### src/rtl/serial_adder.sv
//==============================================================================
// Module      : serial_adder
// Description : Slice-serial adder: WIDTH-bit a+b+cin, SLICE bits per cycle,
//               valid/ready on both sides. Define SERIAL_ADDER_OVF_EN to add
//               the signed-overflow output ovf.
// Revision    : 1.0 - initial release
//==============================================================================
`timescale 1ns/1ps
`default_nettype none

module serial_adder #(
    parameter int WIDTH = 8,
    parameter int SLICE = 1
) (
    input  logic             clk,
    input  logic             rst_n,
    input  logic             in_valid,
    output logic             in_ready,
    input  logic [WIDTH-1:0] a,
    input  logic [WIDTH-1:0] b,
    input  logic             cin,
    output logic             out_valid,
    input  logic             out_ready,
    output logic [WIDTH-1:0] sum,
    output logic             cout
`ifdef SERIAL_ADDER_OVF_EN
    ,
    output logic             ovf
`endif
);

    localparam int NSLICE = WIDTH / SLICE;
    localparam int CW     = (NSLICE > 1) ? $clog2(NSLICE) : 1;
    localparam logic [CW-1:0] C_LAST = CW'(NSLICE - 1);

    typedef enum logic [1:0] {
        IDLE = 2'd0,
        RUN  = 2'd1,
        DONE = 2'd2
    } state_t;

    state_t           r_state;
    state_t           w_next;
    logic [WIDTH-1:0] r_a;
    logic [WIDTH-1:0] r_b;
    logic [WIDTH-1:0] r_sum;
    logic             r_carry;
    logic [CW-1:0]    r_cnt;
    logic [SLICE-1:0] w_res;
    logic             w_carry;
    logic [WIDTH-1:0] w_res_ext;
    logic             w_accept;
    logic             w_last;

    assign in_ready  = (r_state == IDLE);
    assign out_valid = (r_state == DONE);
    assign w_accept  = in_valid && in_ready;
    assign w_last    = (r_cnt == C_LAST);

    // Operands shift right so the active slice is always at bit 0; results
    // enter at the top and land in their own slice after NSLICE shifts.
    assign {w_carry, w_res} = {1'b0, r_a[SLICE-1:0]} + {1'b0, r_b[SLICE-1:0]}
                            + {{SLICE{1'b0}}, r_carry};
    assign w_res_ext = WIDTH'(w_res) << (WIDTH - SLICE);

    always_ff @(posedge clk or negedge rst_n) begin
        if (!rst_n) begin
            r_state <= IDLE;
        end else begin
            r_state <= w_next;
        end
    end

    always_comb begin
        w_next = r_state;
        case (r_state)
            IDLE:    if (in_valid)  w_next = RUN;
            RUN:     if (w_last)    w_next = DONE;
            DONE:    if (out_ready) w_next = IDLE;
            default: w_next = IDLE;
        endcase
    end

`ifdef SERIAL_ADDER_OVF_EN
    logic r_ovf;
`endif

    always_ff @(posedge clk or negedge rst_n) begin
        if (!rst_n) begin
            r_a     <= '0;
            r_b     <= '0;
            r_sum   <= '0;
            r_carry <= 1'b0;
            r_cnt   <= '0;
`ifdef SERIAL_ADDER_OVF_EN
            r_ovf   <= 1'b0;
`endif
        end else if (w_accept) begin
            r_a     <= a;
            r_b     <= b;
            r_sum   <= '0;
            r_carry <= cin;
            r_cnt   <= '0;
`ifdef SERIAL_ADDER_OVF_EN
            r_ovf   <= 1'b0;
`endif
        end else if (r_state == RUN) begin
            r_a     <= r_a >> SLICE;
            r_b     <= r_b >> SLICE;
            r_sum   <= (r_sum >> SLICE) | w_res_ext;
            r_carry <= w_carry;
            r_cnt   <= r_cnt + CW'(1);
`ifdef SERIAL_ADDER_OVF_EN
            // a^b^sum at the MSB recovers the carry into the MSB
            if (w_last) begin
                r_ovf <= r_a[SLICE-1] ^ r_b[SLICE-1] ^ w_res[SLICE-1] ^ w_carry;
            end
`endif
        end
    end

    assign sum  = r_sum;
    assign cout = r_carry;
`ifdef SERIAL_ADDER_OVF_EN
    assign ovf  = r_ovf;
`endif

endmodule

`default_nettype wire
### config.mk
export PLATFORM = sky130hd
export DESIGN_NAME = serial_adder
export DESIGN_NICKNAME = d
export VERILOG_FILES = /design/src/rtl/serial_adder.sv
export SDC_FILE = /design/constraint.sdc
export NUM_CORES = 1
export LEC_CHECK = 0
export ABC_AREA = 1
export CAP_MARGIN = 20
export CORE_UTILIZATION = 52
export DETAILED_ROUTE_END_ITERATION = 8
export GPL_ROUTABILITY_DRIVEN = 0
export GPL_TIMING_DRIVEN = 0
export PLACE_DENSITY_LB_ADDON = 0.12
export REMOVE_ABC_BUFFERS = 1
export SKIP_CTS_REPAIR_TIMING = 1
export SYNTH_ARGS = -nofsm -noshare
export SYNTH_HDL_FRONTEND = slang
export SYNTH_SLANG_ARGS = --single-unit
### constraint.sdc
create_clock -name clk -period 3.5 [get_ports clk]
set_clock_uncertainty 0.05 [all_clocks]
set_input_delay 0.525 -clock clk [delete_from_list [all_inputs] [get_ports clk]]
set_output_delay 0.525 -clock clk [all_outputs]
set_load 0.01 [all_outputs]
# Word level (Yosys, flattened, before mapping)
# Cells that the tools add are included.
word_totals:
  reg_bits: 30
  latchBits: 0
  mem_bits_rw: 0
  mem_bits_ro: 0
  in_bits: 21
  out_inout_bits: 11
  word_cells: 34
  n_memories: 0
classes:
  n_addsub: 3
  mul: 0
  div: 0
  order_cmp: 0
  n_eq_ne: 6
  shifts: 0
  mux: 14
  n_bitwise: 1
  reduce_logical: 4
ops:
  columns: ["operator", "n"]
  rows:
  - ["8-bit 2-to-1 mux", 6]
  - ["7-bit by 8-bit bitwise OR with 8-bit output", 1]
  - ["2-bit 2-to-1 mux", 3]
  - ["3-bit 2-to-1 mux", 2]
  - ["2-bit one-hot mux with 3 select lines", 1]
  - ["2-bit inequality test, second input constant", 2]
  - ["3-bit by 1-bit adder with 3-bit output, second input constant", 1]
  - ["3-bit equality test, second input constant", 1]
  - ["3-bit AND reduction", 1]
  - ["1-bit by 1-bit adder with 2-bit output", 1]
  - ["2-bit by 1-bit adder with 2-bit output", 1]
  - ["2-bit by 1-bit equality test with 1-bit output, second input constant", 1]
  - ["2-bit equality test, second input constant", 1]
  - ["2-bit logical NOT", 1]
  - ["1-bit 2-to-1 mux", 2]
  - ["2-bit by 1-bit inequality test with 1-bit output, second input constant", 1]
  - ["2-bit nonzero test", 1]
  - ["1-bit logical AND", 1]

# Longest topological paths before layout
logic_depth:
  depth_word: 5
  depth_mapped: 6
  mapped_depth_nobuf: 5

# Worst setup path after synthesis
# Ideal clock, no wire load.
synth_path:
  path_type: "reg-to-output"
  from: "reg r_state[0]"
  to: "out in_ready"
  arrival_time_ns: 0.802
  t_required_ns: 2.925
  slack_ns: 2.123
  stages_incl_launch_ff: 3
  n_path_buf: 1
  cell_sequence: "dfrtp_1 > nor2_4 > buf_4"
synth_between:
  elab_chain_len: 1
synth_lines:
  columns: ["item", "line", "rtl"]
  rows:
  - ["start, declared", "42", "state_t r_state;"]
  - ["start signal, assigned", "70", "r_state <= w_next;"]
  - ["2-bit logical NOT", "55", "assign in_ready = (r_state == IDLE);"]
  - ["end, declared", "18", "output logic in_ready,"]
# No other way between the ends.

# Worst setup path in the final report
# Same ends and word-level chain as after synthesis.

==> metrics.csv <==
stage;metric;value;unit
global_route;grt_max_degree;29;
power;seqPwrFrac;0.448;
drt;drt-total-wl;2.49;mm
timing;slew-limit-headroom;0.521;
floorplanning;io_pins;32;
global_route;grt_use_total;0.221;
worst_hold_path;hold_depth;2;
synth;synth_cell_type_count;15;
synth;synth_edf_count;0;
power;p_leak;0.836;nW
timing;fin_crit;2.36;ns
floorplanning;die_area;2790;µm²
global_route;grt_pass1_vias;995;
cts;cts_root_buf;clkbuf_4;
power;power_frac_comb;0.390;
global_route;globalRoute.totalOverflow;0;
critical_path;reg2reg_slack;2.09;ns
synth;yosys_warnings;0;
critical_path;cp_max_fo;19;
drt;vias;1087;
critical_path;worst_ep_arrival_time;1.79;ns
floorplanning;fp.dieW;52.9;µm
cts;tritoncts;done;
drt;drt-initial-drc-count;16;
global_route;use_met2;0.365;
power;p_switching;0.484;mW
cts;cts_htree_levels;2;
synth;synthFlopType;dfrtp_1;
final_layout;num-nets-final;206;
critical_path;worstSetupEndpointType;output port;
final_layout;antenna_cells;0;
critical_path;crit_type;flop to output port;
final_layout;area_delta_synth_final;26.4;%
final_layout;finish.instance_area;1700;µm²
global_route;antenna_found_initial;0;
power;power;1.29;mW
final_layout;drive_gt1_frac;0.0710;
timing;setup_ws;1.14;ns
critical_path;cpPeakStageDelay;0.62;ns
timing;rsz0062_at_grt;false;
run;maxCapViolCount;0;
critical_path;worstPathCellList;nor2_4, clkdlybuf4s50_1;
final_layout;final_cell_mix;68 x nand2_1, 32 x nand3_1, 31 x clkdlybuf4s50_1;
synth;syn-cell-area;1350;µm²
cts;cts_buffers;5;
synth;synth_cells;150;
cts;cts.sinks;30;
timing;fin_setup_tns;0;ns
floorplanning;start_util;0.548;
critical_path;critical_path.startpoint;r_state[0]$_DFFE_PN0P_;
timing;period_share;0.675;
power;ir_worst_vdd;479;µV
placed_design;placed_area;1640;µm²
synth;synth-async-reset-ratio;1.00;
drt;vias_per_cell;5.10;
cts;clk_pin_slew_worst_paths;0.10;ns
status;status;finished clean;
critical_path;rr_endpoint;r_b[5]$_DFFE_PN0P_;
critical_path;r2r_start;r_state[0]$_DFFE_PN0P_;
placed_design;hpwl;1.67;mm
timing;setup_violations;0;
global_route;grt_pass1_wl;4.24;mm
power;swShare;0.374;
power;internal-power;0.809;mW
worst_hold_path;worstHoldStart;sum[0]$_DFFE_PN0P_;
drt;wl_per_cell;11.7;µm
timing;slew_violations;0;
floorplanning;std_cell_rows;18;
critical_path;reg2reg_depth;3;
worst_hold_path;min_path_type;flop to flop;
cts;insertion_delay;0.32;ns
cts;cts_max_path_buffers;2;
power;clkPwrFrac;0.162;
worst_hold_path;min_to;sum[0]$_DFFE_PN0P_;
timing;hold_viol_final;0;
synth;ys_ff_latch;30;
floorplanning;coreArea;2450;µm²
final_layout;final_common_cell;nand2_1;
drt;drt_drc_violations_left;0;
critical_path;slowest_stage;clkdlybuf4s50_1;
critical_path;critPathRequiredTime;2.92;ns
critical_path;start_kind;flop;
timing;tightest_slew;0.716;ns
drt;ant_nets;0;
synth;avgSynthCellArea;8.97;µm²
timing;max_freq;0.423;GHz
global_route;met3_usage;0.0718;
floorplanning;chipHeight;52.9;µm
drt;first_pass_iters;5;
synth;seq_area_frac_synth;0.558;
global_route;grt.busiest_layer;met2;
global_route;grt.met1_usage;0.256;
placed_design;port_buffers;31;
placed_design;post-place-ws;1.09;ns
power;power-per-cell-area;760;nW/µm²
==> metrics by stage <==
stage          hold WS [ns]  cells  utilization
6_report              0.427    213        0.693
5_1_grt               0.466    213        0.693
4_1_cts               0.431    213        0.693
3_5_place_dp          0.407    205        0.668
3_3_place_gp          0.403    204        0.662
2_1_floorplan         0.179    143            -
==> per-layer routing <==
metal | wire [µm] | share of wire
met5 | 0 | 0
met4 | 40 | 0.016
met3 | 129 | 0.052
met2 | 1200 | 0.48
met1 | 1120 | 0.45
==> state kept, by name, summed over array words and instances (netlist names) <==
signal   count
r_state      2
r_cnt        3
cout         1
r_b          8
r_a          8
sum          8
==> Yosys cell counts, types with 2 or more instances <==
library cell | number | area, µm²
nand2_1 | 68 | 255
nand3_1 | 32 | 160
dfrtp_1 | 30 | 751
buf_6 | 5 | 56.3
o21ai_0 | 3 | 15.0
ha_1 | 2 | 25.0
inv_1 | 2 | 7.51
==> cell type report <==
class,count,area (µm²)
clock buffers,7,55.1
clock inverters,1,5.00
fillers,204,754
inverters,4,17.5
multi-input cells,109,509
flip-flops and latches,30,751
well taps,30,37.5
repair buffers,32,325
==> kinds of logic after synthesis <==
logic type,Yosys count,synth area share
AO/OA/AOI/OAI,4,0.0233
AND/OR/NAND/NOR,102,0.322
buffers and inverters,11,0.0633
adder cells (fa/ha/maj),3,0.0335
flip-flops,30,0.558
==> worst max path at each step <==
stage	end	slack, ns	depth (start not counted)
4_1_cts	in_ready	1.12	2
2_1_floorplan	in_ready	2.20	1
5_1_grt	in_ready	1.04	2
3_5_place_dp	sum[5]$_DFFE_PN0P_	1.09	4
6_report	in_ready	1.14	2
3_3_place_gp	r_a[2]$_DFFE_PN0P_	1.13	4
==> power by group through the flow <==
stage          Sequential (mW)  Combinational, mW  Clock (mW)
2_1_floorplan            0.593              0.280           0
3_3_place_gp             0.579              0.487           0
3_5_place_dp             0.586              0.511           0
4_1_cts                  0.579              0.513       0.216
5_1_grt                  0.596              0.580       0.230
6_report                 0.579              0.504       0.209
==> critical path: cells and delay by family, from the launching register on <==
kind | cells | cell delay, ns
buffers and inverters | 1 | 0.62
flip-flops | 1 | 0.48
AND/OR/NAND/NOR | 1 | 0.37
Power figures use the tool's default switching activity.
